==> src/rtl/multiplier_divider.sv <==
// Signed fixed-point multiplier / restoring divider.
// Multiply finishes two cycles after the accepting edge. Divide runs one setup
// cycle plus WIDTH+FRAC_BITS quotient-bit iterations, so its latency does not
// depend on the operand values. Results saturate on overflow.
module multiplier_divider #(
  parameter int WIDTH     = 32,
  parameter int FRAC_BITS = 20
) (
  input  logic                    clk,
  input  logic                    rst_n,
  input  logic                    start,
  input  logic                    op,
  input  logic signed [WIDTH-1:0] a,
  input  logic signed [WIDTH-1:0] b,
  output logic signed [WIDTH-1:0] result,
  output logic                    busy,
  output logic                    done,
  output logic                    overflow,
  output logic                    div_by_zero
);

  localparam int N  = WIDTH + FRAC_BITS;   // quotient bits produced
  localparam int CW = $clog2(N + 1);       // counter spans setup + N iterations

  localparam logic [CW-1:0]    CNT_LAST  = CW'(N);
  localparam logic [CW-1:0]    CNT_ONE   = CW'(1);
  localparam logic [WIDTH-1:0] MAX_POS   = {1'b0, {(WIDTH-1){1'b1}}};
  localparam logic [WIDTH-1:0] MIN_NEG   = {1'b1, {(WIDTH-1){1'b0}}};
  localparam logic [N-1:0]     Q_LIM_POS = {{FRAC_BITS{1'b0}}, MAX_POS};
  localparam logic [N-1:0]     Q_LIM_NEG = {{FRAC_BITS{1'b0}}, MIN_NEG};

  typedef enum logic [1:0] {IDLE, MUL, DIV, FINISH} state_t;

  state_t state_reg, state_next;

  logic signed [WIDTH-1:0]   a_reg, b_reg;
  logic                      op_reg, neg_reg, a_neg_reg, bz_reg;
  logic [CW-1:0]             cnt_reg;
  logic [WIDTH:0]            divisor_reg;
  logic [WIDTH-1:0]          rem_reg;
  logic [N-1:0]              quo_reg;     // dividend bits shift out, quotient bits shift in
  logic signed [2*WIDTH-1:0] prod_reg;

  // Operand magnitudes. |a| fits WIDTH unsigned bits even for the most negative
  // value; the divisor keeps WIDTH+1 bits so the compare never wraps.
  logic [WIDTH-1:0] abs_a;
  logic [WIDTH:0]   b_ext, abs_b;

  // Restoring-division step and final result formatting.
  logic [WIDTH:0]            rem_shift, rem_sub;
  logic                      rem_ge;
  logic signed [2*WIDTH-1:0] shifted;
  logic [WIDTH:0]            hi_bits;
  logic                      mul_ovf, div_ovf;
  logic [WIDTH-1:0]          div_mag;

  assign busy = (state_reg != IDLE);

  // Combinational datapath: magnitudes, one division step, saturation checks.
  always_comb begin
    abs_a     = a_reg[WIDTH-1] ? -a_reg : a_reg;
    b_ext     = {b_reg[WIDTH-1], b_reg};
    abs_b     = b_reg[WIDTH-1] ? -b_ext : b_ext;
    rem_shift = {rem_reg, quo_reg[N-1]};
    rem_ge    = (rem_shift >= divisor_reg);
    rem_sub   = rem_shift - divisor_reg;
    shifted   = prod_reg >>> FRAC_BITS;
    hi_bits   = shifted[2*WIDTH-1:WIDTH-1];
    mul_ovf   = !((&hi_bits) || (~|hi_bits));
    div_ovf   = neg_reg ? (quo_reg > Q_LIM_NEG) : (quo_reg > Q_LIM_POS);
    div_mag   = quo_reg[WIDTH-1:0];
  end

  // State register.
  always_ff @(posedge clk or negedge rst_n) begin
    if (!rst_n) state_reg <= IDLE;
    else        state_reg <= state_next;
  end

  // Next-state logic.
  always_comb begin
    state_next = state_reg;
    case (state_reg)
      IDLE:    if (start) state_next = op ? DIV : MUL;
      MUL:     state_next = FINISH;
      DIV:     if (cnt_reg == CNT_LAST) state_next = FINISH;
      FINISH:  state_next = IDLE;
      default: state_next = IDLE;
    endcase
  end

  // Operand capture, product, division iterations and registered outputs.
  always_ff @(posedge clk or negedge rst_n) begin
    if (!rst_n) begin
      a_reg       <= '0;
      b_reg       <= '0;
      op_reg      <= 1'b0;
      neg_reg     <= 1'b0;
      a_neg_reg   <= 1'b0;
      bz_reg      <= 1'b0;
      cnt_reg     <= '0;
      divisor_reg <= '0;
      rem_reg     <= '0;
      quo_reg     <= '0;
      prod_reg    <= '0;
      result      <= '0;
      done        <= 1'b0;
      overflow    <= 1'b0;
      div_by_zero <= 1'b0;
    end else begin
      done <= 1'b0;
      case (state_reg)
        IDLE: begin
          if (start) begin
            a_reg     <= a;
            b_reg     <= b;
            op_reg    <= op;
            neg_reg   <= a[WIDTH-1] ^ b[WIDTH-1];
            a_neg_reg <= a[WIDTH-1];
            bz_reg    <= (b == '0);
            cnt_reg   <= '0;
          end
        end
        MUL: prod_reg <= a_reg * b_reg;
        DIV: begin
          cnt_reg <= cnt_reg + CNT_ONE;
          if (cnt_reg == '0) begin
            // Setup cycle: load |a| << FRAC_BITS and the divisor magnitude.
            divisor_reg <= abs_b;
            rem_reg     <= '0;
            quo_reg     <= {abs_a, {FRAC_BITS{1'b0}}};
          end else begin
            rem_reg <= rem_ge ? rem_sub[WIDTH-1:0] : rem_shift[WIDTH-1:0];
            quo_reg <= {quo_reg[N-2:0], rem_ge};
          end
        end
        FINISH: begin
          done <= 1'b1;
          if (!op_reg) begin
            overflow    <= mul_ovf;
            div_by_zero <= 1'b0;
            if (mul_ovf) result <= prod_reg[2*WIDTH-1] ? MIN_NEG : MAX_POS;
            else         result <= shifted[WIDTH-1:0];
          end else if (bz_reg) begin
            overflow    <= 1'b0;
            div_by_zero <= 1'b1;
            result      <= a_neg_reg ? MIN_NEG : MAX_POS;
          end else begin
            overflow    <= div_ovf;
            div_by_zero <= 1'b0;
            if (div_ovf) result <= neg_reg ? MIN_NEG : MAX_POS;
            else         result <= neg_reg ? -div_mag : div_mag;
          end
        end
        default: ;
      endcase
    end
  end

endmodule

==> config.mk <==
export PLATFORM = sky130hd
export DESIGN_NAME = multiplier_divider
export DESIGN_NICKNAME = d
export VERILOG_FILES = /design/src/rtl/multiplier_divider.sv
export SDC_FILE = /design/constraint.sdc
export NUM_CORES = 2
export LEC_CHECK = 0
export CAP_MARGIN = 15
export CORE_AREA = 5 5 299 301
export DETAILED_ROUTE_END_ITERATION = 12
export DIE_AREA = 0 0 304 306
export PLACE_DENSITY = 0.77
export SKIP_CTS_REPAIR_TIMING = 1
export SLEW_MARGIN = 20
export SYNTH_ARGS = -nofsm -noshare
export SYNTH_HDL_FRONTEND = slang
export SYNTH_SLANG_ARGS = --single-unit
export TNS_END_PERCENT = 10
==> constraint.sdc <==
create_clock -name clk -period 10.3 [get_ports clk]
set_clock_uncertainty 0.15 [all_clocks]
set_input_delay 1.545 -clock clk [delete_from_list [all_inputs] [get_ports clk]]
set_output_delay 1.545 -clock clk [all_outputs]
set_load 0.01 [all_outputs]
Word-level counts from Yosys, hierarchy flattened
Index checks and enable logic that the tools add are counted.

Register bits after elaboration: 292. Input port bits: 68. Output and inout port bits: 36. Logic and storage cells: 71.

Add/sub/neg operators: 5. $mul: 1. Order comparisons: 3. Equal/unequal tests: 6. Muxes and demuxes: 25. Bitwise logic cells: 1. Reduce and logical (&&, ||, !) cells: 14.

Operators with widths (number): 32-bit 2-to-1 mux (11); 32-bit by 32-bit multiplier with 64-bit output (1); 32-bit negator (2); 52-bit by 31-bit greater-than comparator with 1-bit output (second input constant) (1); 52-bit by 32-bit greater-than comparator with 1-bit output (second input constant) (1); 52-bit 2-to-1 mux (1); 33-bit greater-or-equal comparator (1); 33-bit 2-to-1 mux (1); 33-bit negator (1); 32-bit logical NOT (1); 32-bit subtractor (1); 13-bit AND reduction (1); 13-bit OR reduction (1); 6-bit one-hot mux with 2 select lines (1); 2-bit one-hot mux with 4 select lines (1); 2-bit AND reduction (4); 6-bit by 1-bit adder with 6-bit output (second input constant) (1); 6-bit equality test (second input constant) (1); 6-bit logical NOT (1); 1-bit 2-to-1 mux (6); 2-bit 2-to-1 mux (3); 6-bit 2-to-1 mux (1); 2-bit equality test (second input constant) (2); 2-bit inequality test (second input constant) (2); 6 further kinds (8).

Depth between registers and ports, before layout
Depth after elaboration: 5. Mapped depth: 30. Mapped depth without buffers: 26.

Worst setup path before layout
OpenSTA, ideal clock, no wires.

Kind: register to register. Start point: reg a_reg[31]. End point: reg prod_reg[63]. Setup time: 124 ps. Arrival: 8168 ps. Required time: 10026 ps. Slack: 1858 ps. Cell stages (with the launch flop): 30. Path buffers: 3. Clock period less this slack: 8442 ps. Path through: dfrtp_1 clkbuf_1 clkbuf_1 clkbuf_1 nand2_1 inv_1 fa_1 inv_1 fa_1 inv_1 fa_1 fa_1 inv_1 fa_1 inv_1 fa_1 inv_1 fa_1 inv_1 fa_1 ha_1 a21o_1 a21o_1 a21o_1 a21o_1 a21oi_1 o21ai_0 or2_2 o211a_1 a211o_1.

Cells in the longest elaborated chain, start to end: 1.

Ends and longest elaborated chain: from (decl) (RTL line 36) `logic signed [WIDTH-1:0] a_reg, b_reg;`; from (signal assigned) (RTL line 95) `a_reg <= '0;`; from (signal assigned) (RTL line 115) `a_reg <= a;`; 32-bit by 32-bit multiplier with 64-bit output (RTL line 124) `MUL: prod_reg <= a_reg * b_reg;`; to (signal assigned) (RTL line 124); to (decl) (RTL line 42) `logic signed [2*WIDTH-1:0] prod_reg;`.

Every way passes these cells. A chain may end at the register's enable or synchronous reset.

Worst setup path after layout
Start point: reg b_reg[7]. End point: reg prod_reg[42].

Cells in the longest elaborated chain, start to end: 1.

Ends and longest elaborated chain: from (decl) (RTL line 36); from (signal assigned) (RTL line 96) `b_reg <= '0;`; from (signal assigned) (RTL line 116) `b_reg <= b;`; 32-bit by 32-bit multiplier with 64-bit output (RTL line 124).

Every way passes these cells.

==> out/metrics.cfg <==
[global_routing]
grt-ovfl-total=0
track_usage=0.327
grt_pass1_vias=43300
grt_max_degree=170
antenna_found_initial=8
grt_pass1_wl_mm=240

[setup_path]
endpoint_kind=flip-flop
start_kind=flip-flop
worstSetupPathType=flip-flop to flip-flop
crit_required_ns=10.62
worst-path-max-fanout=22
arrival_ns=9.65

[floorplan]
num_rows=108
core_um2=86300
die_h_um=306
die_w_um=304
dieArea_um2=93000
initial_core_util=0.595
ios=104

[drt]
drc=0
dr.pass1.iters=7
routed_via_density=5.94
final_antenna_net_count=0
wl_per_cell_um=22.6
via_count=39200
wl_mm=149
drtIter0Drc=3145

[layout]
num-nets-final=6784
syn_to_final_growth_pct=6.17
largest_reg_flops=52
fillers=6998
layout-drive-gt1-share=0.0616
layout.cells.non_filler=6595

[hold_path]
hold_path_class=flip-flop to flip-flop

[synthesis]
yosysUniqueCellTypes=72
yosysSeqAreaShare=0.132
synthesis.nets=6883
syn_inst=5511
synthArstFlopShare=1.00
syn_area_um2=51300
syn_area_per_cell_um2=9.32
yosysTopAreaCell=fa_1
synth_edf_count=0
synth_flop_cell=dfrtp_1
ys_ff_latch=271
ys.warnings.count=0
yosysTopAreaCellShare=0.422
ys_top_cells_by_area=fa_1 (42%), dfrtp_1 (13%), inv_1 (7.9%), and2_1 (6.3%), ha_1 (5.4%)

[timing]
min_period_ns=9.33
post-route-period-util=0.905
worst_pin_slew_ns=1.21
finalHoldViolCount=0
max_freq_mhz=107
rsz0062_at_grt=no
drv_slew=0
setup_violations=0
tns_ns=0
max-slew-margin-rel=0.193

[place]
gp_congestion=1.03
dp_cells=6534
place_hpwl_mm=116
io_buffers=103

[clocking]
cts_made_buffers=31
h-tree-depth=1
cts.path.max_buffers=3
cts_root_buf=clkbuf_16
clk_pin_slew_ns=0.07
clk_latency_ns=0.61
clock-sinks=271
cts_tree=done

[flow_run]
cap_violations=0

[status]
outcome=complete, no violations

==> placed cells by master (no fill, tap or decap), drive strengths merged, types with 15 or more instances in the layout <==
master / n
xor2: 83
and3: 15
ha: 222
dfrtp: 271
nand4: 23
nand3: 50
clkdlybuf4s50: 102
and2: 515
a21o: 57
nor3: 52
or3: 20
clkbuf: 44
nor4: 31
nor2: 148
nand2: 696
o221ai: 16
a211oi: 45
nand2b: 17
nor2b: 17
o21ai: 158
inv: 1079
o41ai: 18
o211ai: 21
o21a: 16
o31ai: 33
xnor2: 78
fa: 1082
a21oi: 137
mux2: 124
buf: 122
==> cell families (layout without fill, tap and decap cells) <==
group                    Yosys count  count (layout)  synth area share
buffers and inverters           1432            1357             0.105
XOR/XNOR                         161             161            0.0275
AND/OR/NAND/NOR                 1622            1622             0.156
other                              0               4                 0
adder cells (fa/ha/maj)         1304            1304             0.476
multiplexers                     130             130            0.0284
flip-flops                       271             271             0.132
AO/OA/AOI/OAI                    591             591            0.0752
==> metrics by stage <==
step | instance area, um2 | hold WS [ns] | utilization | setup slack [ns]
2_1_floorplan | 51300 | 0.298 | - | 1.86
3_3_place_gp | 53500 | 0.316 | 0.619 | 1.20
3_5_place_dp | 53500 | 0.321 | 0.619 | 1.07
4_1_cts | 54500 | 0.335 | 0.631 | 1.02
5_1_grt | 54500 | 0.366 | 0.631 | 0.630
6_report | 54500 | 0.332 | 0.631 | 0.974
==> synth_stat cells (5+ instances only) <==
master        n
a211oi_1     45
a21boi_0      7
a21o_1       57
a21oi_1     137
a31oi_1       8
a41oi_1       5
and2_1      515
and3_1       15
and4_1        5
buf_1        41
buf_2         6
clkbuf_1    306
dfrtp_1     271
fa_1       1082
ha_1        222
inv_1      1076
mux2_2      123
mux2i_1       6
nand2_1     696
nand2b_1     16
nand3_1      50
nand3b_1      6
nand4_1      23
nor2_1      148
nor2b_1      17
nor3_1       52
nor4_1       31
o211ai_1     21
o21a_1       16
o21ai_0     153
o21ai_1       5
o21bai_1      9
o221ai_1     16
o2bb2ai_1    10
o311ai_0     12
o31ai_1      31
o41ai_1      17
or2_2         8
or3_1        18
or4_1         9
xnor2_1      78
xor2_1       83
==> critical path: stages (launching register included) <==
cell	delay, ns
dfrtp_1	1.06
buf_4	0.41
and2_1	0.18
fa_1	0.43
fa_1	0.50
fa_1	0.52
inv_1	0.05
fa_1	0.48
inv_1	0.06
fa_1	0.50
fa_1	0.57
fa_1	0.44
fa_1	0.45
ha_1	0.47
nand4_1	0.32
nor3_1	0.32
inv_1	0.06
nor4_1	0.89
o21ai_0	0.35
o21ai_0	0.37
a31oi_1	0.16
xnor2_1	0.16
mux2_2	0.27
==> per-layer routing <==
| layer | vias up | wire, um | GRT usage |
|---|---|---|---|
| met5 | - | 28 | 0 |
| met4 | 4 | 12000 | 0.199 |
| met3 | 643 | 12800 | 0.0621 |
| met2 | 1989 | 72300 | 0.554 |
| met1 | 20000 | 52100 | 0.390 |
| li1 | 16600 | - | - |
==> cell type report <==
type | instances | area, um2 | share of cell area
Inverter | 1076 | 4040 | 0.0741
Clock inverter | 13 | 115 | 0.00211
Clock buffer | 44 | 905 | 0.0166
Timing Repair Buffer | 224 | 2010 | 0.0368
Tap cell | 1155 | 1450 | 0.0265
Antenna cell | 4 | 10.0 | 0.000184
Multi-Input combinational cell | 3808 | 39200 | 0.719
Sequential cell | 271 | 6790 | 0.125
==> final timing paths <==
check | startpoint | to | slack, ns | cells after the start
max | b_reg[7]$_DFFE_PN0P_ | prod_reg[42]$_DFFE_PN0N_ | 0.97 | 22
min | divisor_reg[5]$_DFFE_PN0P_ | divisor_reg[5]$_DFFE_PN0P_ | 0.33 | 2
max reg2reg | b_reg[7]$_DFFE_PN0P_ | prod_reg[42]$_DFFE_PN0N_ | 0.97 | 22
min reg2reg | divisor_reg[5]$_DFFE_PN0P_ | divisor_reg[5]$_DFFE_PN0P_ | 0.33 | 2
max in group asynchronous | rst_n | a_reg[24]$_DFFE_PN0P_ | 7.58 | 2
min in group asynchronous | rst_n | rem_reg[22]$_DFFE_PN0P_ | 0.83 | 1
Power is not shown: default switching activity piles up to over one toggle a cycle in this logic, so the estimate is an artifact.
